`config.mk`:
```
export PLATFORM = sky130hd
export DESIGN_NAME = switch_select_encoder
export DESIGN_NICKNAME = d
export VERILOG_FILES = /design/src/rtl/switch_select_encoder.sv
export SDC_FILE = /design/constraint.sdc
export NUM_CORES = 1
export LEC_CHECK = 0
export ABC_AREA = 1
export CAP_MARGIN = 30
export CELL_PAD_IN_SITES_DETAIL_PLACEMENT = 1
export CELL_PAD_IN_SITES_GLOBAL_PLACEMENT = 2
export CORE_UTILIZATION = 36
export CTS_BUF_LIST = sky130_fd_sc_hd__clkbuf_8
export DETAILED_ROUTE_END_ITERATION = 10
export HOLD_SLACK_MARGIN = 0.03
export PLACE_DENSITY_LB_ADDON = 0.1
export SYNTH_ARGS = -nofsm -noshare
export SYNTH_HDL_FRONTEND = slang
export SYNTH_SLANG_ARGS = --single-unit
```
`constraint.sdc`:
```
create_clock -name i_Clk -period 1.65 [get_ports i_Clk]
set_clock_uncertainty 0.05 [all_clocks]
set_input_delay 0.495 -clock i_Clk [delete_from_list [all_inputs] [get_ports i_Clk]]
set_output_delay 0.495 -clock i_Clk [all_outputs]
set_load 0.02 [all_outputs]
```
`src/rtl/switch_select_encoder.sv`:
```
// switch_select_encoder
//   Turns four push-button switches into the 2-bit select index that drives the LED demux.
//   Each switch is synchronised and debounced. A debounced press (0->1) latches that
//   switch's index as the registered select. The selection persists after release.
//
// Ports
//   i_Clk         system clock, rising edge
//   i_Reset       synchronous, active-high reset
//   i_Switch_1..4 raw switch pins (1 = pressed), asynchronous to i_Clk
//   o_Sel0        select LSB, registered
//   o_Sel1        select MSB, registered
//   o_Sel_Valid   one-cycle pulse when a new selection is latched
//   o_Pressed     debounced switch states, bit 0 = switch 1
module switch_select_encoder #(
    parameter int unsigned DEBOUNCE_LIMIT = 250000
) (
    input  logic       i_Clk,
    input  logic       i_Reset,
    input  logic       i_Switch_1,
    input  logic       i_Switch_2,
    input  logic       i_Switch_3,
    input  logic       i_Switch_4,
    output logic       o_Sel0,
    output logic       o_Sel1,
    output logic       o_Sel_Valid,
    output logic [3:0] o_Pressed
);

    localparam int unsigned CntW = $clog2(DEBOUNCE_LIMIT + 1);
    localparam logic [CntW-1:0] CntMax = CntW'(DEBOUNCE_LIMIT - 1);

    logic [3:0] sw_raw;
    logic [3:0] sync1_q;
    logic [3:0] sync2_q;
    logic [3:0] stable_q;
    logic [3:0] stable_dly_q;
    logic [3:0] press;
    logic [1:0] sel_q;
    logic [1:0] sel_d;
    logic       valid_q;
    logic       valid_d;

    assign sw_raw = {i_Switch_4, i_Switch_3, i_Switch_2, i_Switch_1};

    // Two-flop synchroniser for the asynchronous pins.
    always_ff @(posedge i_Clk) begin
        if (i_Reset) begin
            sync1_q <= '0;
            sync2_q <= '0;
        end else begin
            sync1_q <= sw_raw;
            sync2_q <= sync1_q;
        end
    end

    // Per-switch debounce: stable only follows sync2 after DEBOUNCE_LIMIT consecutive
    // differing cycles; any return to the old level restarts the count.
    for (genvar g = 0; g < 4; g++) begin : g_debounce
        logic [CntW-1:0] cnt_q;

        always_ff @(posedge i_Clk) begin
            if (i_Reset) begin
                cnt_q       <= '0;
                stable_q[g] <= 1'b0;
            end else if (sync2_q[g] == stable_q[g]) begin
                cnt_q <= '0;
            end else if (cnt_q == CntMax) begin
                cnt_q       <= '0;
                stable_q[g] <= sync2_q[g];
            end else begin
                cnt_q <= cnt_q + 1'b1;
            end
        end
    end

    always_ff @(posedge i_Clk) begin
        if (i_Reset) begin
            stable_dly_q <= '0;
        end else begin
            stable_dly_q <= stable_q;
        end
    end

    // Rising edges only; releases never change the selection.
    assign press = stable_q & ~stable_dly_q;

    // Priority encoder: scanning downwards lets the lowest pressed index win.
    always_comb begin
        sel_d   = sel_q;
        valid_d = 1'b0;
        for (int i = 3; i >= 0; i--) begin
            if (press[i]) begin
                sel_d   = 2'(i);
                valid_d = 1'b1;
            end
        end
    end

    always_ff @(posedge i_Clk) begin
        if (i_Reset) begin
            sel_q   <= 2'b00;
            valid_q <= 1'b0;
        end else begin
            sel_q   <= sel_d;
            valid_q <= valid_d;
        end
    end

    assign o_Sel0      = sel_q[0];
    assign o_Sel1      = sel_q[1];
    assign o_Sel_Valid = valid_q;
    assign o_Pressed   = stable_q;

endmodule

```
==> out/qor.csv <==
stage;metric;value;unit
worst_setup_path;cpPeakStageDelay;0.36;ns
yosys;synth-edff-count;0;
layout;antenna_cells;0;
worst_setup_path;cp.required;1.10;ns
sta;relSlewSlack;76.9;%
clock_network;clk_path_buf_depth;2;
worst_setup_path;cp-start-kind;flip-flop;
route;dr.pass1.iters;4;
worst_setup_path;crit_family;buffers and inverters;
yosys;synthMuxAreaShare;0;%
route;routed-via-count;3910;
placement;gp_congestion;0.780;
clock_network;cts_buffers;9;
worst_setup_path;r2r_cells;7;
floorplan;io_pins;13;
worst_setup_path;r2r_end;g_debounce[1].cnt_q[12];
worst_setup_path;timing.critical_path.from;sel_q[1];
worst_setup_path;worstPathMaxFanout;2;
yosys;ys_types;36;
power_and_ir_drop;ir_worst_vdd;0.473;mV
yosys;synthesis.nets;645;
sta;hold_ws;0.358;ns
sta;fmax;0.626;GHz
placement;dp_hpwl;8.03;mm
route;drtIter0Drc;104;
sta;finalMaxSlewViolations;0;
layout;drive_above_1_share;12.5;%
floorplan;die_h;113;um
grt;track_usage;17.7;%
yosys;synth_top_area_share;41.3;%
yosys;synth_top_family_by_area;simple AND/OR/NAND/NOR gates;
yosys;yosys-top-cells-area;dfxtp_1 (41%), nand2_1 (13%), nor2_1 (11%), inv_1 (6.4%), nand3_1 (4.3%);
sta;worst_pin_slew;0.346;ns
yosys;synthCells;635;
yosys;synth_warnings;0;
sta;fin_crit;1.60;ns
yosys;ys_seq_area_share;41.3;%
worst_setup_path;endpoint_kind;primary output;
yosys;synth_xor_area_share;4.57;%
yosys;async_reset_ff_share;0;%
route;antenna_left;0;
floorplan;die_w;113;um
sta;layout_setup_ws;0.0523;ns
placement;portBuffers;12;
clock_network;clock_sinks;91;
worst_setup_path;critPathBufInv;1;
power_and_ir_drop;power_density;756;nW/um2
floorplan;rows;40;
sta;period_share;96.8;%
floorplan;die_area;12700;um2
layout;syn_to_final_growth;14.9;%
worst_setup_path;cp.arrival;1.05;ns
worst_setup_path;path_cells;dlygate4sd2_1;
sta;finalHoldViolCount;0;
yosys;yosys.area_share.simple;38.5;%
floorplan;design.core.area;12000;um2
yosys;synthFlopType;dfxtp_1;
clock_network;cts-root-buf;clkbuf_8;
grt;grt_max_degree;19;
yosys;synth_seq_cells;91;
grt;grt_pass1_wl;18.1;mm
worst_setup_path;regToRegSetupSlack;0.10;ns
route;wire_per_inst;12.4;um
grt;antenna_found_initial;0;
route;wirelength;10.2;mm
worst_setup_path;critical_path_class;flip-flop to primary output;
worst_setup_path;cp-endpoint;o_Sel1;
grt;grt_overflow;0;
yosys;synth_fa_ha_area_share;1.14;%
worst_setup_path;crit_slowest_cell;dlygate4sd2_1;
route;drcViolationCount;0;
job;maxCapViolCount;0;
yosys;synth_area;4410;um2
yosys;synth_compound_area_share;6.47;%
min_path;hp-class;flip-flop to flip-flop;
clock_network;clock_latency;0.37;ns
placement;place_ws;-0.316;ns
route;routed_via_density;4.73;
clock_network;cts_max_level;3;
power_and_ir_drop;p_leak;1.74;nW
sta;setup_viol;0;
layout;layout.nets;685;
worst_setup_path;reg2reg_from;g_debounce[1].cnt_q[0];
yosys;synth_commonest_cells;nand2_1 (147), nor2_1 (131), dfxtp_1 (91), inv_1 (75), nand3_1 (38);
grt;grt_pass1_vias;3952;
floorplan;start_util;36.9;%
clock_network;cts_tree;done;
yosys;yosys.area.top_type;dfxtp_1;
clock_network;path_clk_slew;0.08;ns
yosys;yosysMostFrequentCell;nand2_1;
yosys;syn_area_per_cell;6.94;um2
run_status;status;finished clean;
worst_setup_path;cp.depth;1;
## cells by family (layout without fill, tap and decap cells)
| logic type | count (synthesis) | after routing |
|---|---|---|
| AO/OA/AOI/OAI | 49 | 49 |
| buffers and inverters | 83 | 128 |
| AND/OR/NAND/NOR | 385 | 385 |
| XOR/XNOR | 23 | 23 |
| adder cells (fa/ha/maj) | 4 | 4 |
| flip-flops | 91 | 91 |
## tightest hold or removal path, delay by kind of cell, from the launching register on
family | cells | cell delay (ns)
flip-flops | 1 | 0.30
AND/OR/NAND/NOR | 1 | 0.03
buffers and inverters | 1 | 0.04
## layout by cell type, fill, tap and decap left out, drive strengths merged
cell | Yosys | layout
clkdlybuf4s50 | 0 | 5
nand3b | 7 | 7
o21bai | 4 | 4
or2 | 11 | 11
nand3 | 40 | 40
nand2 | 151 | 151
nand4 | 12 | 12
inv | 77 | 78
o21ai | 11 | 11
nor3b | 1 | 1
dlygate4sd2 | 0 | 3
xnor2 | 7 | 7
dfxtp | 91 | 91
clkinvlp | 0 | 1
ha | 4 | 4
nor3 | 13 | 13
clkinv | 0 | 3
a21oi | 34 | 34
and2 | 6 | 6
bufinv | 0 | 1
clkdlybuf4s15 | 0 | 3
xor2 | 16 | 16
nor2 | 144 | 144
clkbuf | 1 | 11
buf | 5 | 23
## worst min-delay path by stage
stage                     startpoint          to  slack (ns)  cells after the start
after global routing      sync1_q[3]  sync2_q[3]        0.38                      2
after global placement    sync1_q[1]  sync2_q[1]        0.35                      2
final                     sync1_q[1]  sync2_q[1]        0.36                      2
after CTS                 sync1_q[1]  sync2_q[1]        0.36                      2
after detailed placement  sync1_q[1]  sync2_q[1]        0.35                      2
after floorplan           sync1_q[0]  sync2_q[0]        0.34                      2
## through the flow
step	utilization, %	total power [W]	setup TNS [ns]	instances	instance area (um2)
after detailed placement	40.3	0.00234	-15.10	809	4820
after global routing	42.3	0.00399	-0.0215	827	5060
final	42.3	0.00383	0	827	5060
after global placement	40.3	0.00234	-12.15	809	4820
after CTS	41.9	0.00389	0	825	5010
after floorplan	-	0.00231	0	635	4410
## cell type report
cell class                      count  area [um2]
Clock inverter                      6        56.3
Clock buffer                       10         138
Inverter                           77         289
Multi-Input combinational cell    461        2260
Timing Repair Buffer               35         312
Sequential cell                    91        1820
Tap cell                          147         184
Fill cell                        1560        6900
## layer usage
| layer | wire, um | vias up | track usage [%] |
|---|---|---|---|
| met1 | 5080 | 1820 | 22.6 |
| met5 | 0 | - | 0 |
| met2 | 4840 | 21 | 29.9 |
| met3 | 162 | 13 | 2.75 |
| met4 | 162 | 0 | 6.67 |
| li1 | - | 2056 | - |
## report_power, final
part | internal, W | total [W] | leakage [nW] | switching [W]
combinational | 0.0000410 | 0.0000827 | 0.898 | 0.0000417
clock | 0.000729 | 0.00153 | 0.103 | 0.000804
sequential | 0.00221 | 0.00221 | 0.736 | 0.00000615
total | 0.00298 | 0.00383 | 1.74 | 0.000852
## sequential cells by signal, indices dropped and copies added, names as in the netlist
register / flops
g_debounce.cnt_q: 72
o_Sel_Valid: 1
stable_dly_q: 4
o_Pressed: 4
sel_q: 2
sync1_q: 4
sync2_q: 4
## timing repair
action,CTS,global route
hold buffers,0,0
endpoints found under the setup margin,7,68
pin swaps,0,2
gates resized for setup,12,10
setup buffers,0,2
Power figures use the tool's default switching activity.
